<file path="config.mk">
export PLATFORM = sky130hd
export DESIGN_NAME = stopwatch_ctrl
export DESIGN_NICKNAME = d
export VERILOG_FILES = /design/src/rtl/stopwatch_pkg.sv /design/src/rtl/mod_cnt_en.sv /design/src/rtl/stopwatch_ctrl.sv
export SDC_FILE = /design/constraint.sdc
export NUM_CORES = 1
export LEC_CHECK = 0
export ABC_AREA = 1
export BUFFER_PORTS_ARGS = -buffer_cell sky130_fd_sc_hd__buf_2
export CAP_MARGIN = 25
export CORE_AREA = 2 2 48 83
export DETAILED_ROUTE_END_ITERATION = 7
export DIE_AREA = 0 0 50 85
export PLACE_DENSITY = 0.75
export SETUP_SLACK_MARGIN = 0.15
export SKIP_CTS_REPAIR_TIMING = 1
export SLEW_MARGIN = 20
export SYNTH_ARGS = -nofsm -noshare
export SYNTH_HDL_FRONTEND = slang
export SYNTH_SLANG_ARGS = --single-unit
</file>
<file path="constraint.sdc">
create_clock -name clk -period 1.7 [get_ports clk]
set_input_delay 0.085 -clock clk [delete_from_list [all_inputs] [get_ports clk]]
set_output_delay 0.085 -clock clk [all_outputs]
set_load 0.005 [all_outputs]
</file>
<file path="src/rtl/stopwatch_pkg.sv">
// Shared types and digit geometry for the stopwatch controller.
// Digit order is tenths, seconds-ones, seconds-tens (display 59.9 max).
package stopwatch_pkg;

  typedef enum logic [1:0] {
    IDLE  = 2'd0,
    RUN   = 2'd1,
    PAUSE = 2'd2,
    LAP   = 2'd3
  } sw_state_e;

  localparam int TENTHS_W   = 4;
  localparam int ONES_W     = 4;
  localparam int TENS_W     = 3;

  localparam int TENTHS_MOD = 10;
  localparam int ONES_MOD   = 10;
  localparam int TENS_MOD   = 6;

endpackage

</file>
<file path="src/rtl/mod_cnt_en.sv">
// Modulo-MOD digit counter with enable and synchronous clear.
// carry is combinational so a chain of these settles within one cycle.
module mod_cnt_en #(
  parameter int MOD  = 10,
  parameter int BITS = 4
) (
  input  logic            clk,
  input  logic            rst,
  input  logic            en,
  input  logic            clr,
  output logic [BITS-1:0] count,
  output logic            carry
);

  logic [BITS-1:0] count_q, count_d;

  assign carry = en && (count_q == BITS'(MOD - 1));
  assign count = count_q;

  always_comb begin
    count_d = count_q;
    if (clr)
      count_d = '0;
    else if (carry)
      count_d = '0;
    else if (en)
      count_d = count_q + BITS'(1);
  end

  always_ff @(posedge clk or negedge rst) begin
    if (!rst)
      count_q <= '0;
    else
      count_q <= count_d;
  end

endmodule

</file>
<file path="src/rtl/stopwatch_ctrl.sv">
// Start/stop + lap/reset stopwatch: button edge detect, 4-state FSM,
// inline tick prescaler, three cascaded digit counters and a lap snapshot.
module stopwatch_ctrl
  import stopwatch_pkg::*;
#(
  parameter int TICK_DIV = 1000,
  parameter int PDW      = 10
) (
  input  logic                clk,
  input  logic                rst,
  input  logic                btn_ss,
  input  logic                btn_lr,
  output logic [TENTHS_W-1:0] tenths,
  output logic [ONES_W-1:0]   sec_ones,
  output logic [TENS_W-1:0]   sec_tens,
  output logic                running,
  output logic                lap_frozen,
  output logic                wrap
);

  sw_state_e state_q, state_d;

  logic ss_q, lr_q, arm_q;
  logic ss_edge, lr_edge;

  logic           count_en, clr, snap_load, tick;
  logic [PDW-1:0] presc_q, presc_d;

  logic [TENTHS_W-1:0] live_tenths, snap_tenths_q;
  logic [ONES_W-1:0]   live_ones,   snap_ones_q;
  logic [TENS_W-1:0]   live_tens,   snap_tens_q;
  logic                tenths_carry, ones_carry, tens_carry;
  logic                wrap_q;

  // arm_q masks the first sample after reset so a held button is not an edge.
  assign ss_edge = arm_q && btn_ss && !ss_q;
  assign lr_edge = arm_q && btn_lr && !lr_q;

  always_ff @(posedge clk or negedge rst) begin
    if (!rst) begin
      state_q <= IDLE;
      ss_q    <= 1'b0;
      lr_q    <= 1'b0;
      arm_q   <= 1'b0;
    end else begin
      state_q <= state_d;
      ss_q    <= btn_ss;
      lr_q    <= btn_lr;
      arm_q   <= 1'b1;
    end
  end

  // ss always takes priority over a coincident lr edge.
  always_comb begin
    state_d = state_q;
    case (state_q)
      IDLE:    if (ss_edge) state_d = RUN;
      RUN:     if (ss_edge) state_d = PAUSE; else if (lr_edge) state_d = LAP;
      LAP:     if (ss_edge) state_d = PAUSE; else if (lr_edge) state_d = RUN;
      PAUSE:   if (ss_edge) state_d = RUN;   else if (lr_edge) state_d = IDLE;
      default: state_d = IDLE;
    endcase
  end

  always_comb begin
    count_en   = (state_q == RUN) || (state_q == LAP);
    running    = count_en;
    lap_frozen = (state_q == LAP);
    clr        = (state_q == PAUSE) && lr_edge && !ss_edge;
    snap_load  = (state_q == RUN) && lr_edge && !ss_edge;
  end

  // Prescaler holds while paused so a resume loses no partial tick.
  assign tick = count_en && (presc_q == PDW'(TICK_DIV - 1));

  always_comb begin
    presc_d = presc_q;
    if (clr || tick)
      presc_d = '0;
    else if (count_en)
      presc_d = presc_q + PDW'(1);
  end

  always_ff @(posedge clk or negedge rst) begin
    if (!rst)
      presc_q <= '0;
    else
      presc_q <= presc_d;
  end

  mod_cnt_en #(.MOD(TENTHS_MOD), .BITS(TENTHS_W)) u_tenths (
    .clk   (clk),
    .rst   (rst),
    .en    (tick),
    .clr   (clr),
    .count (live_tenths),
    .carry (tenths_carry)
  );

  mod_cnt_en #(.MOD(ONES_MOD), .BITS(ONES_W)) u_ones (
    .clk   (clk),
    .rst   (rst),
    .en    (tenths_carry),
    .clr   (clr),
    .count (live_ones),
    .carry (ones_carry)
  );

  mod_cnt_en #(.MOD(TENS_MOD), .BITS(TENS_W)) u_tens (
    .clk   (clk),
    .rst   (rst),
    .en    (ones_carry),
    .clr   (clr),
    .count (live_tens),
    .carry (tens_carry)
  );

  // wrap_q lines up with the cycle the display first reads 00.0.
  always_ff @(posedge clk or negedge rst) begin
    if (!rst) begin
      snap_tenths_q <= '0;
      snap_ones_q   <= '0;
      snap_tens_q   <= '0;
      wrap_q        <= 1'b0;
    end else begin
      wrap_q <= tens_carry;
      if (snap_load) begin
        snap_tenths_q <= live_tenths;
        snap_ones_q   <= live_ones;
        snap_tens_q   <= live_tens;
      end
    end
  end

  assign wrap     = wrap_q;
  assign tenths   = lap_frozen ? snap_tenths_q : live_tenths;
  assign sec_ones = lap_frozen ? snap_ones_q   : live_ones;
  assign sec_tens = lap_frozen ? snap_tens_q   : live_tens;

endmodule

</file>
# ---- Word level (Yosys, flattened, before mapping)
# Index checks and enable logic that the tools add are counted.
dict set report word_totals {
  out_inout_bits 14
  word_cells 72
  regBits 38
}
dict set report op_classes {
  mux 22
  n_addsub 4
  n_eq_ne 11
  n_reduce_logical 23
}
# op count
set op_table {}
lappend op_table {{two-way mux 4 bit} 8}
lappend op_table {{two-way mux 10 bit} 2}
lappend op_table {{two-way mux 2 bit} 7}
lappend op_table {{logical AND 1 bit} 12}
lappend op_table {{two-way mux 3 bit} 4}
lappend op_table {{adder 10 x 1 -> 10 bit (second input constant)} 1}
lappend op_table {{== test 10 bit (second input constant)} 1}
lappend op_table {{nonzero test 3 bit} 3}
lappend op_table {{adder 4 x 1 -> 4 bit (second input constant)} 2}
lappend op_table {{== test 4 bit (second input constant)} 2}
lappend op_table {{case mux 2 bit (4 select lines)} 1}
lappend op_table {{!= test 3 bit (second input constant)} 2}
lappend op_table {{== test 2 bit (second input constant)} 2}
lappend op_table {{AND reduction 4 bit} 1}
lappend op_table {{adder 3 x 1 -> 3 bit (second input constant)} 1}
lappend op_table {{== test 3 bit (second input constant)} 1}
lappend op_table {{logical NOT 1 bit} 3}
lappend op_table {{!= test 3 x 1 -> 1 bit (second input constant)} 1}
lappend op_table {{== test 2 x 1 -> 1 bit (second input constant)} 1}
lappend op_table {{logical NOT 2 bit} 1}
lappend op_table {{logical OR 1 bit} 2}
lappend op_table {{!= test 2 bit (second input constant)} 1}
lappend op_table {{nonzero test 2 bit} 1}

# ---- Depth between registers and ports, before layout
# Gate-level depths: netlist of run 1.
dict set report logic_depth {
  depth_word 8
  mapped_depth 10
  depth_no_buf 10
}

# ---- Modules after synthesis
# A second synthesis of run 1 with hierarchy kept.
dict set report unflattened {
  cells_unflattened 282
  area_unflattened_um2 2204.6
}
# module cells_per_inst n_inst seq_area_each_um2 area_each_um2
set modules_own_cells {}
lappend modules_own_cells {stopwatch_ctrl 180 1 675.6 1455.1}
lappend modules_own_cells {{mod_cnt_en (u_ones ...)} 38 2 100.1 279.0}
lappend modules_own_cells {{mod_cnt_en (u_tens)} 26 1 75.1 191.4}

# ---- Least setup slack after synthesis of run 1
# No wires, ideal clock.
dict set report synth_path {
  path_type {flip-flop to flip-flop}
  start {register presc_q[0]}
  end {register u_ones.count_q[0], in the netlist u_ones.count[0]}
  path_buffers 0
  setup_time_ns 0.118
  stages_incl_launch_ff 11
  arrival_ns 1.203
  path_slack_ns 0.378
  cell_sequence {dfrtp_1 ha_1 nand2_4 inv_4 nand3_4 nor2_8 nand2_2 nand2_1 inv_1 nand2_1 nand2_1}
}
dict set report synth_via {
  elab_chain_cells 6
}
# element line_no
set synth_lines {}
lappend synth_lines {{from (decl)} stopwatch_ctrl.sv:27} ;# logic [PDW-1:0] presc_q, presc_d;
lappend synth_lines {{from (signal assigned)} stopwatch_ctrl.sv:88} ;# presc_q <= presc_d;
lappend synth_lines {{== test 10 bit *} stopwatch_ctrl.sv:74} ;# assign tick = count_en && (presc_q == PDW'(TICK_DIV - 1));
lappend synth_lines {{logical AND 1 bit *} stopwatch_ctrl.sv:74}
lappend synth_lines {{logical AND 1 bit *} mod_cnt_en.sv:17} ;# assign carry = en && (count_q == BITS'(MOD - 1));
lappend synth_lines {{logical AND 1 bit} mod_cnt_en.sv:17}
lappend synth_lines {{two-way mux 4 bit} mod_cnt_en.sv:24} ;# else if (carry)
lappend synth_lines {{two-way mux 4 bit} mod_cnt_en.sv:22} ;# if (clr)
lappend synth_lines {{to (signal assigned)} mod_cnt_en.sv:34} ;# count_q <= count_d;
lappend synth_lines {{to (decl)} mod_cnt_en.sv:15} ;# logic [BITS-1:0] count_q, count_d;
# Every way passes the cells marked *; elsewhere a longest branch is shown, timed or not.
# A chain may end at the register's enable or synchronous reset.

# ---- Worst setup path after layout of run 1
dict set report layout_path {
  start {register presc_q[0]}
  end {register presc_q[0]}
}
dict set report layout_via {
  elab_chain_cells 4
}
# element
set layout_lines {}
lappend layout_lines {{parallel branches: the longest is 4 deep, another holds adder 10 x 1 -> 10 bit}}
# Several ways; the timed one is not identified. The select of a mux whose other input is x is not followed.

==> results of run 1 <==
final cells by class:
cell class,count,area [um2],area share
tap,46,57.6,0.0241
clock inverter,2,60.1,0.0251
sequential,38,952,0.398
timing repair buffer,28,200,0.0838
multi-input combinational,163,892,0.373
clock buffer,6,82.6,0.0346
inverter,38,145,0.0607
power groups by stage:
stage | combinational [mW] | sequential [mW] | clock, mW
after floorplan | 0.669 | 1.32 | 0
after global placement | 0.900 | 1.38 | 0
after detailed placement | 0.945 | 1.39 | 0
after CTS | 0.952 | 1.37 | 0.961
after global routing | 1.13 | 1.41 | 1.00
final | 0.973 | 1.37 | 0.942
layer usage:
metal / up-vias / global-route usage
li1: 829 / -
met1: 749 / 0.253
met2: 15 / 0.379
met3: 8 / 0.0511
met4: 0 / 0.0909
met5: - / 0
per-stage QoR:
step                      hold slack, ps  cell area [um2]  power [mW]  setup WS (ps)   util
after floorplan                     -211             2010        1.99            378      -
after global placement              68.7             2180        2.28            167  0.606
after detailed placement            68.6             2180        2.33            190  0.606
after CTS                           -250             2320        3.29           94.5  0.646
after global routing                 304             2390        3.54            159  0.665
final                                279             2390        3.28            251  0.665
synthesized netlist by cell type:
cell and count:
nor2_2 3, nand4_1 11, nor3b_1 1, buf_2 2, buf_6 1, clkinv_1 1
nand3_1 10, clkbuf_2 1, xor2_1 5, conb_1 1, inv_1 32, inv_4 1
nor2_1 15, ha_1 7, nand3_2 1, nor3_1 1, nor2_4 3, nor2_8 1
or2_2 1, nand2_1 62, o21ai_0 28, nand3_4 2, nand2_2 1, dfrtp_1 38
a21oi_1 8, o211ai_1 1, nand2_4 1, clkbuf_1 2, inv_2 4
state kept, by name, indices dropped and copies added (netlist names):
signal,flops
wrap,1
snap_tenths_q,4
lr_q,1
u_ones.count,4
presc_q,10
u_tenths.count,4
snap_tens_q,3
u_tens.count,3
ss_q,1
arm_q,1
state_q,2
snap_ones_q,4
path summary, 6_finish.rpt:
| path | slack (ps) | cells past startpoint | end |
|---|---|---|---|
| setup reg to reg | 250 | 8 | presc_q[0]$_DFFE_PN0P_ |
| hold / removal | 280 | 3 | state_q[0]$_DFFE_PN0P_ |
| max in group asynchronous | 1220 | 3 | u_tenths.count[3]$_DFFE_PN0P_ |
| min in group clk | 460 | 2 | ss_q$_DFF_PN0_ |
| setup / recovery | 250 | 8 | presc_q[0]$_DFFE_PN0P_ |
| hold reg to reg | 500 | 2 | snap_ones_q[0]$_DFFE_PN0P_ |
worst min-delay path, cell delays in order:
cell,delay [ps]
dlygate4sd3_1,520
buf_2,120
buf_12,210
cells by family after synthesis:
| group | synth area share |
|---|---|
| XOR/XNOR | 0.0217 |
| flip-flops | 0.472 |
| other | 0.00186 |
| buffers and inverters | 0.0888 |
| AND/OR/NAND/NOR | 0.279 |
| adder cells (fa/ha/maj) | 0.0435 |
| AO/OA/AOI/OAI | 0.0932 |
==> flow_metrics.tcl, run 1 <==
set metrics [dict create \
    initial_core_util 0.561 \
    htree_levels 2 \
    combPwrFrac 0.296 \
    drive_gt1_frac 0.196 \
    swShare 0.335 \
    synthesis.nets 256 \
    synth_top_area_cell "dfrtp_1" \
    finalHoldViolCount 0 \
    hp-class "primary input to async pin" \
    slowest_delay_ps 400 \
    synth.distinct_cells 29 \
    switching_power_mw 1.10 \
    critPathSlowestCell "dfrtp_1" \
    ys_seq_area_frac 0.472 \
    drtPass1Iterations 4 \
    fin_nets 285 \
    status "finished clean" \
    skew_ps 10.8 \
    cts_inserted_buffers 5 \
    synth_cells 245 \
    numClockSinks 38 \
    mostFrequentLayoutCell "nand2_1" \
    grt_setup_unrepaired "no" \
    period_needed_ps 1450 \
    grt_pass1_vias 1623 \
    cts-root-buf "clkbuf_8" \
    p_per_area_nw_per_um2 1370 \
    timing.fmax_ghz 0.690 \
    drc 0 \
    grt_antenna_before_repair 0 \
    num_rows 29 \
    critPathBufInv 2 \
    dieArea_um2 4250 \
    syn2layout_area_growth_pct 18.6 \
    setup_tns_ps 0 \
    fillerInstances 306 \
    grt_pass1_wl_um 7090 \
    post-dp-hpwl_um 2940 \
    p_leak_nw 1.25 \
    antennaDiodeCount 0 \
    yosysTopAreaCellShare 0.472 \
    cts_tree "yes" \
    met3_length_um 102 \
    gr-total-overflow 0 \
    clk_latency_ps 290 \
    cap_viol_max_count 0 \
    cts_buffer_depth 2 \
    num_vias 1601 \
    crit_required_ps 1900 \
    ir_drop_mv 1.12 \
    end_kind "flip-flop" \
    synthesis.area_um2 2010 \
    final_cell_mix "nand2_1 (62), dfrtp_1 (37), inv_1 (32), o21ai_0 (26), buf_2 (17)" \
    io_buffers 17 \
    drtIter0Drc 35 \
    ys_seq_elements 38 \
    dp.cells 306 \
    die_h_um 85 \
    finalSetupViolations 0 \
    worstSetupStartpoint "presc_q[0]$_DFFE_PN0P_" \
    track_usage 0.219 \
    reg2reg_from "presc_q[0]$_DFFE_PN0P_" \
    via_per_inst 4.99 \
    final_antenna_net_count 0 \
    clk_pin_slew_ps 80 \
    path_cells "ha_1, nand2_4, inv_4, nand3_4, nor2_8, nor2_4, inv_2, nor3b_1" \
    ys_warn_count 0 \
    top_layer_used "met4" \
    min_period_over_period 0.852 \
    crit_fanout 9 \
    core_um2 3590 \
    chipWidth_um 50 \
    wl_met2_um 2220 \
    critPathLaunchType "flip-flop" \
    routed_wl_um 4040 \
    io_pins 18 \
    internal_power_mw 2.18 \
    wl_per_cell_um 12.6 \
    synth.avg_cell_area_um2 8.22 \
    clockPowerShare 0.287 \
    drt-met1-wl_um 1630 \
    arrival_ps 1650 \
    maxSlewViolCount 0 \
    synthTopCellsByArea "dfrtp_1 (47%), nand2_1 (12%), o21ai_0 (7.0%)" \
    final-instance-count-excl-fill 321 \
    grt_max_degree 39 \
    critPathKind "flip-flop to flip-flop" \
    gp_congestion 0.765 \
    seq_power_share 0.417 \
    cpLargestDelayFamily "simple AND/OR/NAND/NOR gates" \
]
(Power assumes the default switching activity.)
==> run 2, diff against run 1 <==
--- a/config.mk
+++ b/config.mk
@@ -8,10 +8,10 @@
 export ABC_AREA = 1
 export BUFFER_PORTS_ARGS = -buffer_cell sky130_fd_sc_hd__buf_2
 export CAP_MARGIN = 25
-export CORE_AREA = 2 2 48 83
+export CORE_AREA = 8 8 54 89
 export DETAILED_ROUTE_END_ITERATION = 7
-export DIE_AREA = 0 0 50 85
-export PLACE_DENSITY = 0.75
+export DIE_AREA = 0 0 62 97
+export PLACE_DENSITY = 0.76
 export SETUP_SLACK_MARGIN = 0.15
 export SKIP_CTS_REPAIR_TIMING = 1
 export SLEW_MARGIN = 20
==> flow_metrics.tcl, run 2 (synthesis gave the netlist of run 1 again) <==
set metrics [dict create \
    status "finished clean" \
    p_per_area_nw_per_um2 1320 \
    post-dp-hpwl_um 3080 \
    routed_wl_um 4130 \
    cts_inserted_buffers 5 \
    seq_power_share 0.439 \
    switching_power_mw 1.09 \
    clk_pin_slew_ps 70 \
    drive_gt1_frac 0.204 \
    combPwrFrac 0.311 \
    regMostFlops "presc_q" \
    critPathKind "flip-flop to output pin" \
    slowest_delay_ps 440 \
    syn2layout_area_growth_pct 17.3 \
    drc 0 \
    gr-total-overflow 0 \
    track_usage 0.156 \
    gp_congestion 0.750 \
    setup_tns_ps 0 \
    die_h_um 97 \
    grt_setup_unrepaired "yes" \
    dp.cells 306 \
    crit_required_ps 1620 \
    largest_reg_flops 10 \
    grt_pass1_vias 1677 \
    maxSlewViolCount 0 \
    finalSetupViolations 0 \
    critPathBufInv 3 \
    dieArea_um2 6010 \
    cts_buffer_depth 2 \
    num_vias 1641 \
    via_per_inst 5.11 \
    cts-root-buf "clkbuf_8" \
    arrival_ps 1360 \
    end_kind "output pin" \
    io_pins 18 \
    grt_pass1_wl_um 7310 \
    core_um2 3590 \
    cpLargestDelayFamily "flip-flops" \
    grt_antenna_before_repair 0 \
    internal_power_mw 2.02 \
    numClockSinks 38 \
    mostFrequentLayoutCell "nand2_1" \
    p_leak_nw 1.23 \
    utilization 0.658 \
    grt_max_degree 24 \
    placed_area_um2 2170 \
    antennaDiodeCount 0 \
    timing.fmax_ghz 0.690 \
    min_period_over_period 0.852 \
    num_rows 29 \
    critPathLaunchType "flip-flop" \
    final_antenna_net_count 0 \
    cts_tree "yes" \
    hp-class "primary input to flip-flop" \
    cap_viol_max_count 0 \
    critPathSlowestCell "dfrtp_2" \
    clk_latency_ps 290 \
    skew_ps 5.13 \
    htree_levels 2 \
    power.total_mw 3.11 \
    clockPowerShare 0.249 \
    final-instance-count-excl-fill 321 \
    period_needed_ps 1450 \
    crit_fanout 23 \
    fin_nets 286 \
    swShare 0.349 \
    drtIter0Drc 55 \
    wl_per_cell_um 12.9 \
    io_buffers 17 \
    finalHoldViolCount 0 \
    chipWidth_um 62 \
    final_cell_mix "nand2_1 (62), dfrtp_1 (37), inv_1 (31), o21ai_0 (25), buf_2 (17)" \
    finish.instance_area_um2 2360 \
    drtPass1Iterations 4 \
    initial_core_util 0.561 \
    path_cells "nand2_1, inv_1, buf_4, o21ai_0, buf_2" \
    ir_drop_mv 1.09 \
]
==> run 2: cell type report <==
cell class | count | area [um2]
sequential | 38 | 952
fill | 290 | 1230
clock buffer | 6 | 82.6
tap | 46 | 57.6
inverter | 38 | 148
timing repair buffer | 28 | 188
clock inverter | 1 | 30.0
multi-input combinational | 164 | 906
==> run 2: path summary, 6_finish.rpt <==
path | from | to | slack (ps) | depth (start not counted)
setup / recovery | state_q[0]$_DFFE_PN0P_ | tenths[3] | 250 | 5
hold / removal | btn_ss | state_q[0]$_DFFE_PN0P_ | 130 | 4
max in group asynchronous | rst | snap_tenths_q[0]$_DFFE_PN0P_ | 930 | 3
setup reg to reg | state_q[0]$_DFFE_PN0P_ | presc_q[7]$_DFFE_PN0P_ | 260 | 8
hold reg to reg | snap_ones_q[2]$_DFFE_PN0P_ | snap_ones_q[2]$_DFFE_PN0P_ | 490 | 2
min in group asynchronous | rst | ss_q$_DFF_PN0_ | 290 | 2
==> run 2: metrics by stage <==
step,hold WS (ps),worst slack (ps)
after CTS,-241,67.7
after global placement,61.7,207
after global routing,148,134
final,133,251
after detailed placement,70.3,198
after floorplan,-211,378
==> run 2: power groups by stage <==
| stage | sequential [mW] | clock, mW | combinational (mW) |
|---|---|---|---|
| finish | 1.37 | 0.776 | 0.968 |
| global route | 1.41 | 0.829 | 1.12 |
| CTS | 1.37 | 0.799 | 0.920 |
| detailed placement | 1.39 | 0 | 0.916 |
| global placement | 1.38 | 0 | 0.893 |
| floorplan | 1.32 | 0 | 0.669 |
==> run 2: per-layer routing <==
metal | track usage | wire length (um) | share of wire
met5 | 0 | 0 | 0
met4 | 0.0618 | 72 | 0.017
met3 | 0.0318 | 87 | 0.021
met2 | 0.284 | 2370 | 0.57
met1 | 0.159 | 1610 | 0.39
==> run 2: tightest hold or removal path, cell delays in order <==
cell and delay (ps):
buf_2 110, nand4_1 100, nand2_1 60, inv_1 40
==> run 3, diff against run 2 <==
--- a/config.mk
+++ b/config.mk
@@ -8,9 +8,9 @@
 export ABC_AREA = 1
 export BUFFER_PORTS_ARGS = -buffer_cell sky130_fd_sc_hd__buf_2
 export CAP_MARGIN = 25
-export CORE_AREA = 8 8 54 89
+export CORE_AREA = 2 2 48 83
 export DETAILED_ROUTE_END_ITERATION = 7
-export DIE_AREA = 0 0 62 97
+export DIE_AREA = 0 0 50 85
 export PLACE_DENSITY = 0.76
 export SETUP_SLACK_MARGIN = 0.15
 export SKIP_CTS_REPAIR_TIMING = 1
==> constraint.sdc (replaced) <==
create_clock -name clk -period 1.7 [get_ports clk]
set_input_delay 0.17 -clock clk [delete_from_list [all_inputs] [get_ports clk]]
set_output_delay 0.17 -clock clk [all_outputs]
set_load 0.005 [all_outputs]
==> flow_metrics.tcl, run 3 (synthesis gave the netlist of run 1 again) <==
set metrics [dict create \
    status "finished clean" \
    wl_per_cell_um 12.8 \
    num_rows 29 \
    utilization 0.665 \
    drive_gt1_frac 0.211 \
    ir_drop_mv 0.824 \
    io_pins 18 \
    mostFrequentLayoutCell "nand2_1" \
    grt_pass1_wl_um 6920 \
    regMostFlops "presc_q" \
    layout_setup_ws_ps 203 \
    grt_setup_unrepaired "yes" \
    hp-class "primary input to flip-flop" \
    grt_max_degree 39 \
    switching_power_mw 1.13 \
    final_antenna_net_count 0 \
    syn2layout_area_growth_pct 18.6 \
    cts-root-buf "clkbuf_8" \
    finalSetupViolations 0 \
    critPathSlowestCell "dfrtp_2" \
    clockPowerShare 0.290 \
    seq_power_share 0.415 \
    htree_levels 2 \
    min_period_over_period 0.881 \
    ff2ff_path_depth 9 \
    critPathLaunchType "flip-flop" \
    crit_fanout 23 \
    via_per_inst 5.10 \
    gp_congestion 0.785 \
    gr-total-overflow 0 \
    cts_buffer_depth 2 \
    post-dp-hpwl_um 2790 \
    setup_tns_ps 0 \
    rrSetupSlack_ps 230 \
    holdWs_ps 3.25 \
    cts_inserted_buffers 5 \
    antennaDiodeCount 0 \
    skew_ps 4.90 \
    grt_antenna_before_repair 0 \
    numClockSinks 38 \
    period_needed_ps 1500 \
    worstSetupStartpoint "state_q[0]$_DFFE_PN0P_" \
    drtIter0Drc 37 \
    placed_area_um2 2150 \
    finish.instance_area_um2 2390 \
    path_cells "nand2_1, inv_1, buf_12, o21ai_0, buf_2" \
    core_um2 3590 \
    fin_nets 285 \
    crit_required_ps 1530 \
    die_h_um 85 \
    timing.fmax_ghz 0.668 \
    finalHoldViolCount 0 \
    p_leak_nw 1.24 \
    clk_pin_slew_ps 80 \
    critPathKind "flip-flop to output pin" \
    largest_reg_flops 10 \
    final-instance-count-excl-fill 321 \
    p_per_area_nw_per_um2 1380 \
    reg2reg_from "state_q[0]$_DFFE_PN0P_" \
    worstSetupEndpoint "tenths[1]" \
    slowest_delay_ps 450 \
    combPwrFrac 0.295 \
    dieArea_um2 4250 \
    drtPass1Iterations 6 \
    arrival_ps 1330 \
    initial_core_util 0.561 \
    place_ws_ps 208 \
    io_buffers 17 \
    final_cell_mix "nand2_1 (62), dfrtp_1 (37), inv_1 (31), o21ai_0 (26), buf_2 (17)" \
    r2r_end "u_ones.count[1]$_DFFE_PN0P_" \
    grt_pass1_vias 1601 \
    end_kind "output pin" \
    maxSlewViolCount 0 \
    drc 0 \
    track_usage 0.213 \
    power.total_mw 3.31 \
    dp.cells 305 \
    swShare 0.341 \
    clk_latency_ps 290 \
    num_vias 1637 \
    routed_wl_um 4100 \
    cts_tree "yes" \
    cap_viol_max_count 0 \
    internal_power_mw 2.18 \
    chipWidth_um 50 \
]
[run 3: cell type report]
cell class	count	area, um2
clock buffer	6	82.6
timing repair buffer	28	185
sequential	38	952
tap	46	57.6
clock inverter	2	60.1
fill	303	1200
inverter	38	145
multi-input combinational	163	907
[run 3: power by group through the flow]
stage	clock network, mW	logic (mW)	registers, mW
finish	0.959	0.977	1.37
detailed placement	0	0.894	1.39
global placement	0	0.863	1.37
global route	1.00	1.13	1.41
floorplan	0	0.669	1.32
CTS	0.978	0.908	1.37
[run 3: worst min path at each step]
| stage | to | from | cells past startpoint |
|---|---|---|---|
| after detailed placement | ss_q$_DFF_PN0_ | rst | 2 |
| after floorplan | arm_q$_DFF_PN0_ | rst | 0 |
| after CTS | ss_q$_DFF_PN0_ | rst | 2 |
| final | ss_q$_DFF_PN0_ | btn_ss | 1 |
| after global placement | ss_q$_DFF_PN0_ | rst | 2 |
| after global routing | ss_q$_DFF_PN0_ | btn_ss | 1 |
[run 3: per-layer routing]
metal | track usage | vias up | part of all wire
met2 | 0.386 | 26 | 0.57
met5 | 0 | - | 0
met1 | 0.231 | 768 | 0.38
li1 | - | 830 | -
met4 | 0.104 | 0 | 0.028
met3 | 0.0370 | 13 | 0.021
[run 3: worst max-delay path: cells and delay by family (launching register included)]
| family | cells | cell delay (ps) |
|---|---|---|
| AND/OR/NAND/NOR | 1 | 80 |
| AO/OA/AOI/OAI | 1 | 160 |
| buffers and inverters | 3 | 350 |
| flip-flops | 1 | 450 |
